--- config.mk ---
export PLATFORM = sky130hd
export DESIGN_NAME = expr_calculator_flat
export DESIGN_NICKNAME = d
export VERILOG_FILES = /design/src/rtl/expr_calculator_if.sv /design/src/rtl/expr_calculator.sv /design/src/flat_wrapper.sv
export SDC_FILE = /design/constraint.sdc
export NUM_CORES = 1
export LEC_CHECK = 0
export BUFFER_PORTS_ARGS = -buffer_cell sky130_fd_sc_hd__buf_4
export CORE_UTILIZATION = 50
export CTS_CLUSTER_DIAMETER = 40
export DETAILED_ROUTE_END_ITERATION = 16
export PLACE_DENSITY = 0.72
export SETUP_SLACK_MARGIN = 0.05
export SYNTH_ARGS = -nofsm -noshare
export SYNTH_HDL_FRONTEND = slang
export SYNTH_SLANG_ARGS = --single-unit
--- constraint.sdc ---
create_clock -name clk -period 2.95 [get_ports clk]
set_clock_uncertainty 0.15 [all_clocks]
set_input_delay 0.59 -clock clk [delete_from_list [all_inputs] [get_ports clk]]
set_output_delay 0.59 -clock clk [all_outputs]
set_load 0.01 [all_outputs]
--- src/rtl/expr_calculator_if.sv ---
// Operand/result handshake bundle between the digit classifier, the calculator
// and the display driver.
interface expr_calculator_if;
   logic       in_valid;
   logic       in_ready;
   logic [3:0] shape_1;
   logic [3:0] shape_2;
   logic [1:0] shape_sym;
   logic       out_valid;
   logic       out_ready;
   logic       res_neg;
   logic [3:0] res_tens;
   logic [3:0] res_ones;
   logic [3:0] res_rem;
   logic       div_err;
   logic       range_err;

   modport master (
      output in_valid, shape_1, shape_2, shape_sym, out_ready,
      input  in_ready, out_valid, res_neg, res_tens, res_ones, res_rem,
             div_err, range_err
   );

   modport slave (
      input  in_valid, shape_1, shape_2, shape_sym, out_ready,
      output in_ready, out_valid, res_neg, res_tens, res_ones, res_rem,
             div_err, range_err
   );
endinterface

--- src/rtl/expr_calculator.sv ---
// Two-digit calculator: iterative add/sub/mul/div on 0-9 operands, followed by
// a double-dabble conversion of |result| to two BCD digits.
module expr_calculator #(
   parameter logic [1:0] OP_ADD  = 2'b00,
   parameter logic [1:0] OP_SUB  = 2'b01,
   parameter logic [1:0] OP_MUL  = 2'b10,
   parameter logic [1:0] OP_DIV  = 2'b11,
   parameter logic [3:0] DIG_MAX = 4'd9
) (
   input logic              clk,
   input logic              rst,
   expr_calculator_if.slave bus
);
   typedef enum logic [1:0] {S_IDLE, S_CALC, S_BCD, S_DONE} state_e;

   state_e     state_q, state_d;
   logic [3:0] a_q, a_d, b_q, b_d;
   logic [1:0] op_q, op_d;
   logic [2:0] cnt_q, cnt_d;
   logic [6:0] acc_q, acc_d;
   logic [3:0] prem_q, prem_d;
   logic [7:0] bcd_q, bcd_d;
   logic       neg_w_q, neg_w_d;
   logic       neg_q, neg_d;
   logic [3:0] tens_q, tens_d, ones_q, ones_d, rem_q, rem_d;
   logic       div_err_q, div_err_d, range_err_q, range_err_d;

   logic        range_bad, div_zero, any_err, fast_op;
   logic [4:0]  div_trial;
   logic [7:0]  bcd_adj;
   logic [14:0] dd_shift;

   function automatic logic [3:0] adj3(input logic [3:0] n);
      return (n >= 4'd5) ? n + 4'd3 : n;
   endfunction

   assign range_bad = (a_q > DIG_MAX) || (b_q > DIG_MAX);
   assign div_zero  = (op_q == OP_DIV) && (b_q == 4'd0) && !range_bad;
   assign any_err   = range_bad || div_zero;
   assign fast_op   = (op_q == OP_ADD) || (op_q == OP_SUB);
   // acc_q[3:0] holds the dividend during DIV; quotient bits shift in from the right.
   assign div_trial = {prem_q, acc_q[3]};
   assign bcd_adj   = {adj3(bcd_q[7:4]), adj3(bcd_q[3:0])};
   assign dd_shift  = {bcd_adj, acc_q} << 1;

   always_comb begin
      // NOTE: every signal driven here gets a default first, so no path can infer a latch.
      state_d     = state_q;
      a_d         = a_q;
      b_d         = b_q;
      op_d        = op_q;
      cnt_d       = cnt_q;
      acc_d       = acc_q;
      prem_d      = prem_q;
      bcd_d       = bcd_q;
      neg_w_d     = neg_w_q;
      neg_d       = neg_q;
      tens_d      = tens_q;
      ones_d      = ones_q;
      rem_d       = rem_q;
      div_err_d   = div_err_q;
      range_err_d = range_err_q;

      case (state_q)
         S_IDLE: begin
            if (bus.in_valid) begin
               a_d         = bus.shape_1;
               b_d         = bus.shape_2;
               op_d        = bus.shape_sym;
               cnt_d       = 3'd0;
               acc_d       = (bus.shape_sym == OP_DIV) ? {3'b000, bus.shape_1} : 7'd0;
               prem_d      = 4'd0;
               neg_w_d     = 1'b0;
               div_err_d   = 1'b0;
               range_err_d = 1'b0;
               state_d     = S_CALC;
            end
         end
         S_CALC: begin
            if (op_q == OP_ADD) begin
               acc_d = {3'b000, a_q} + {3'b000, b_q};
            end else if (op_q == OP_SUB) begin
               neg_w_d = (a_q < b_q);
               acc_d   = (a_q < b_q) ? {3'b000, b_q - a_q} : {3'b000, a_q - b_q};
            end else if (op_q == OP_MUL) begin
               acc_d = acc_q + (b_q[cnt_q[1:0]] ? ({3'b000, a_q} << cnt_q[1:0]) : 7'd0);
            end else if (div_trial >= {1'b0, b_q}) begin
               prem_d = div_trial[3:0] - b_q;
               acc_d  = {3'b000, acc_q[2:0], 1'b1};
            end else begin
               prem_d = div_trial[3:0];
               acc_d  = {3'b000, acc_q[2:0], 1'b0};
            end
            cnt_d = cnt_q + 3'd1;
            if (fast_op || (cnt_q == 3'd3)) begin
               cnt_d   = 3'd0;
               bcd_d   = 8'd0;
               state_d = S_BCD;
            end
         end
         S_BCD: begin
            acc_d = dd_shift[6:0];
            bcd_d = dd_shift[14:7];
            cnt_d = cnt_q + 3'd1;
            if (cnt_q == 3'd6) begin
               tens_d      = any_err ? 4'd0 : dd_shift[14:11];
               ones_d      = any_err ? 4'd0 : dd_shift[10:7];
               rem_d       = (!any_err && (op_q == OP_DIV)) ? prem_q : 4'd0;
               neg_d       = neg_w_q && !range_bad;
               div_err_d   = div_zero;
               range_err_d = range_bad;
               state_d     = S_DONE;
            end
         end
         S_DONE: begin
            if (bus.out_ready) state_d = S_IDLE;
         end
         default: state_d = S_IDLE;
      endcase
   end

   // NOTE: sequential state uses non-blocking assignments so every register samples pre-edge values.
   always_ff @(posedge clk or posedge rst) begin
      if (rst) begin
         state_q     <= S_IDLE;
         a_q         <= '0;
         b_q         <= '0;
         op_q        <= '0;
         cnt_q       <= '0;
         acc_q       <= '0;
         prem_q      <= '0;
         bcd_q       <= '0;
         neg_w_q     <= 1'b0;
         neg_q       <= 1'b0;
         tens_q      <= '0;
         ones_q      <= '0;
         rem_q       <= '0;
         div_err_q   <= 1'b0;
         range_err_q <= 1'b0;
      end else begin
         state_q     <= state_d;
         a_q         <= a_d;
         b_q         <= b_d;
         op_q        <= op_d;
         cnt_q       <= cnt_d;
         acc_q       <= acc_d;
         prem_q      <= prem_d;
         bcd_q       <= bcd_d;
         neg_w_q     <= neg_w_d;
         neg_q       <= neg_d;
         tens_q      <= tens_d;
         ones_q      <= ones_d;
         rem_q       <= rem_d;
         div_err_q   <= div_err_d;
         range_err_q <= range_err_d;
      end
   end

   assign bus.in_ready  = (state_q == S_IDLE);
   assign bus.out_valid = (state_q == S_DONE);
   assign bus.res_neg   = neg_q;
   assign bus.res_tens  = tens_q;
   assign bus.res_ones  = ones_q;
   assign bus.res_rem   = rem_q;
   assign bus.div_err   = div_err_q;
   assign bus.range_err = range_err_q;
endmodule

--- src/flat_wrapper.sv ---
// flat-port wrapper written by rule: the top's interface ports become plain ports
module expr_calculator_flat 
#(
   parameter logic [1:0] OP_ADD  = 2'b00,
   parameter logic [1:0] OP_SUB  = 2'b01,
   parameter logic [1:0] OP_MUL  = 2'b10,
   parameter logic [1:0] OP_DIV  = 2'b11,
   parameter logic [3:0] DIG_MAX = 4'd9
)
  (clk, rst, bus_in_valid, bus_shape_1, bus_shape_2, bus_shape_sym, bus_out_ready, bus_in_ready, bus_out_valid, bus_res_neg, bus_res_tens, bus_res_ones, bus_res_rem, bus_div_err, bus_range_err);
  expr_calculator_if bus_i ();
  input logic clk;
  input logic rst;
  input wire logic [$bits(bus_i.in_valid)-1:0] bus_in_valid;
  input wire logic [$bits(bus_i.shape_1)-1:0] bus_shape_1;
  input wire logic [$bits(bus_i.shape_2)-1:0] bus_shape_2;
  input wire logic [$bits(bus_i.shape_sym)-1:0] bus_shape_sym;
  input wire logic [$bits(bus_i.out_ready)-1:0] bus_out_ready;
  output wire logic [$bits(bus_i.in_ready)-1:0] bus_in_ready;
  output wire logic [$bits(bus_i.out_valid)-1:0] bus_out_valid;
  output wire logic [$bits(bus_i.res_neg)-1:0] bus_res_neg;
  output wire logic [$bits(bus_i.res_tens)-1:0] bus_res_tens;
  output wire logic [$bits(bus_i.res_ones)-1:0] bus_res_ones;
  output wire logic [$bits(bus_i.res_rem)-1:0] bus_res_rem;
  output wire logic [$bits(bus_i.div_err)-1:0] bus_div_err;
  output wire logic [$bits(bus_i.range_err)-1:0] bus_range_err;
  assign bus_i.in_valid = bus_in_valid;
  assign bus_i.shape_1 = bus_shape_1;
  assign bus_i.shape_2 = bus_shape_2;
  assign bus_i.shape_sym = bus_shape_sym;
  assign bus_i.out_ready = bus_out_ready;
  assign bus_in_ready = bus_i.in_ready;
  assign bus_out_valid = bus_i.out_valid;
  assign bus_res_neg = bus_i.res_neg;
  assign bus_res_tens = bus_i.res_tens;
  assign bus_res_ones = bus_i.res_ones;
  assign bus_res_rem = bus_i.res_rem;
  assign bus_div_err = bus_i.div_err;
  assign bus_range_err = bus_i.range_err;
  expr_calculator #(.OP_ADD(OP_ADD), .OP_SUB(OP_SUB), .OP_MUL(OP_MUL), .OP_DIV(OP_DIV), .DIG_MAX(DIG_MAX)) u_core (.clk(clk), .rst(rst), .bus(bus_i));
endmodule
==> key figures <==
Synth
  • Syn_nets: about 430
  • Syn Std Cell Area: between 3000 and 4000 um^2
  • Post-synth top area cell: dfrtp_1
  • Ys Warns: 0
  • Share of the synthesized area in the top cell type: 0.3554
  • Syn Inst Count: between 300 and 400
  • Number of synthesized flops with an enable pin: 0
  • #FFs+latches synth: 50
  • Ys flop type: dfrtp_1
  • Asr flop ratio synth: 1.000
  • Sequential area share after synthesis: 0.3554
  • Synth cell types: between 50 and 60
  • Syn_area_per_cell: slightly above 9 um^2
  • Ranking of synthesized cells by area: dfrtp_1, ha_1, a22o_1

GRT
  • Total GRT Usage: 0.2361
  • Initial antenna violation count: 0
  • Vias in the first global route: roughly 2800
  • First-pass GRT wire length: 13580 um
  • Largest net degree at the start of global routing: 51
  • GRT overflow: 0

Route
  • Drc violations: 0
  • Metal3 WL: roughly 430 um
  • Top sig layer: met4
  • Routed Antenna Nets: 0
  • Via count: roughly 2900
  • 1st-pass router iterations: 4
  • M1 WL: around 3700 um
  • Metal2 WL: approximately 3700 um
  • Drt total wl: between 8000 and 9000 um
  • DR iter-0 viols: approximately 150
  • Drt wl/cell: 15.83 um
  • Via density: 5.648

STA
  • Hold slack final: approximately 0.30 ns
  • RSZ-0062 raised after global routing: false
  • Relative slew slack: 0.5795
  • Setup Total Neg Slack: 0 ns
  • Peak Freq: between 0.3 and 0.4 GHz
  • Final setup fails: 0
  • Worst slew pin tran: around 0.63 ns
  • Final min period: approximately 2.7 ns
  • Slew Limit Fails: 0
  • Hold Vio Cnt, Final: 0
  • Fin crit share: 0.9161

Critical path
  • Worst setup SP type: flip-flop
  • Crit Path Max Fanout: 8
  • Crit path cell chain: mux4_2, and2_1, ha_1, nor2b_1, o31ai_1, a21bo_2, o211a_1, o21ai_0
  • Worst Path Arrival: ~2.8 ns
  • Slowest cell on crit path: mux4_2
  • Peak per-stage delay on the critical path: ~0.55 ns
  • CP top delay family: compound AO/OA/AOI/OAI gates
  • Worst path depth: 8
  • Worst path bufs/invs: 0
  • Worst flop-to-flop path endpoint: u_core.acc_q[4]
  • Reg2Reg Depth: 8
  • CP Class: reg2reg
  • RR Startpoint: u_core.cnt_q[1]
  • CP Capture Type: flip-flop
  • Worst R2R Setup Slack: 0.25 ns
  • Req. time, crit path: 3.03 ns

Clock network
  • Inserted Clock Buffers: 5
  • Post-CTS Setup Bufs: 0
  • Clock buffer depth: 2
  • H-tree levels: 2
  • Clock Root Buffer: clkbuf_8
  • CTS tree: done
  • TritonCTS sink count: 50
  • Worst skew pair latency: around 0.31 ns
  • Clk slew on worst S/H paths: 0.10 ns

Cells and area
  • Diodes inserted: 0
  • Layout Nets: 463
  • Finished Layout Cells: 508
  • Ratio of cells with drive above 1 in the final layout: 0.1772
  • Layout area overhead: 13.50%
  • Most frequent cells in the layout: dfrtp_1, buf_4, nand2_1, ha_1
  • Final core occ: 0.5882
  • Commonest non-fill, non-tap cell in the layout: dfrtp_1

Floorplan
  • I/O pin count: 31
  • Core ar.: 6794 um^2
  • Die X: 85.92 um
  • Die ar.: roughly 7400 um^2
  • Cell row count: 30
  • Initial Util: 0.5182
  • Die Y: 85.92 um

Place
  • Final GP Congestion: roughly 0.96
  • Post-DP HPWL: 6137 um
  • Placed cell count: 500
  • Port Buffers: 30

Pwr
  • PD cells: between 1000 and 1500 nW/um^2
  • Leakage power: 1.896 nW
  • Tot Pwr: approximately 0.0043 W
  • Maximum vdd drop: 0.0006350 V

Status
  • Status: complete, no violations

Min path
  • Hold crit path type: in2async

Run
  • Max_cap viols: 0
tightest hold or removal path, cell delays in order:
cell,delay [ns]
buf_4,0.11
inv_2,0.03
buf_4,0.51
stage by stage:
step | instance area, um^2 | setup WS [ns]
after floorplan | 3521 | 0.1537
after global placement | 3884 | 0.2577
after detailed placement | 3884 | 0.1867
after CTS | 3994 | 0.1705
after global routing | 3996 | 0.09746
final | 3996 | 0.2476
routing by layer:
layer | vias up | GRT usage
li1 | 1409 | -
met1 | 1349 | 0.3225
met3 | 16 | 0.03850
met4 | 0 | 0.08030
met5 | - | 0
met2 | 95 | 0.3817
kinds of logic (layout without fill, tap and decap cells):
kind of cell	Yosys count	in the layout	synth area share
simple gates	113	113	0.1603
compound gates	103	103	0.1955
flops	50	50	0.3554
buf+inv	41	76	0.04513
fa+ha+maj	38	38	0.1457
mux	25	25	0.08067
xor+xnor	7	7	0.01741
flip-flops by register name, summed over array words and instances, names as in the netlist:
register	flops
u_core.bcd_q	8
u_core.acc_q	7
u_core.a_q	4
u_core.b_q	4
u_core.bus.res_ones	4
u_core.bus.res_rem	4
u_core.bus.res_tens	4
u_core.prem_q	4
u_core.cnt_q	3
u_core.op_q	2
u_core.state_q	2
u_core.bus.div_err	1
u_core.bus.range_err	1
u_core.bus.res_neg	1
u_core.neg_w_q	1
how the worst max path moves through the flow:
stage / start / endpoint
floorplan: u_core.cnt_q[1] / u_core.acc_q[4]
global placement: u_core.cnt_q[0] / u_core.acc_q[4]
detailed placement: u_core.cnt_q[0] / u_core.acc_q[4]
CTS: u_core.cnt_q[0] / u_core.acc_q[4]
global route: u_core.cnt_q[0] / u_core.acc_q[4]
finish: u_core.cnt_q[1] / u_core.acc_q[4]
final cells by class:
cell class / count / area, um^2
fill: 609 / 2798
inverter: 29 / 108.9
multi-input combinational: 286 / 2111
clock buffer: 6 / 72.57
tap: 96 / 120.1
sequential: 50 / 1254
timing repair buffer: 39 / 292.8
clock inverter: 2 / 37.54
power breakdown:
part           switching (W)  internal [W]  total [W]
clock network       0.000241      0.000253   0.000494
registers           0.000255      0.000882    0.00114
logic                0.00148       0.00115    0.00263
Yosys cell counts (all sizes together), types with 4 or more instances:
| library cell | number |
|---|---|
| nand3 | 11 |
| a21oi | 19 |
| o21ai | 30 |
| mux2 | 14 |
| mux2i | 10 |
| inv | 29 |
| o31ai | 5 |
| nand2b | 9 |
| and2 | 4 |
| buf | 4 |
| a21o | 4 |
| a22o | 18 |
| ha | 33 |
| dfrtp | 50 |
| clkbuf | 8 |
| or2 | 4 |
| a31oi | 5 |
| o22ai | 4 |
| nand2 | 37 |
| fa | 5 |
| xnor2 | 4 |
| nor2b | 6 |
| nor2 | 21 |
timing repair:
action	4_1_cts	5_1_grt
endpoints found under the setup margin	0	3
resized for setup	0	2
hold buffers	0	0
Note: power is estimated with default switching activity, not from simulation.
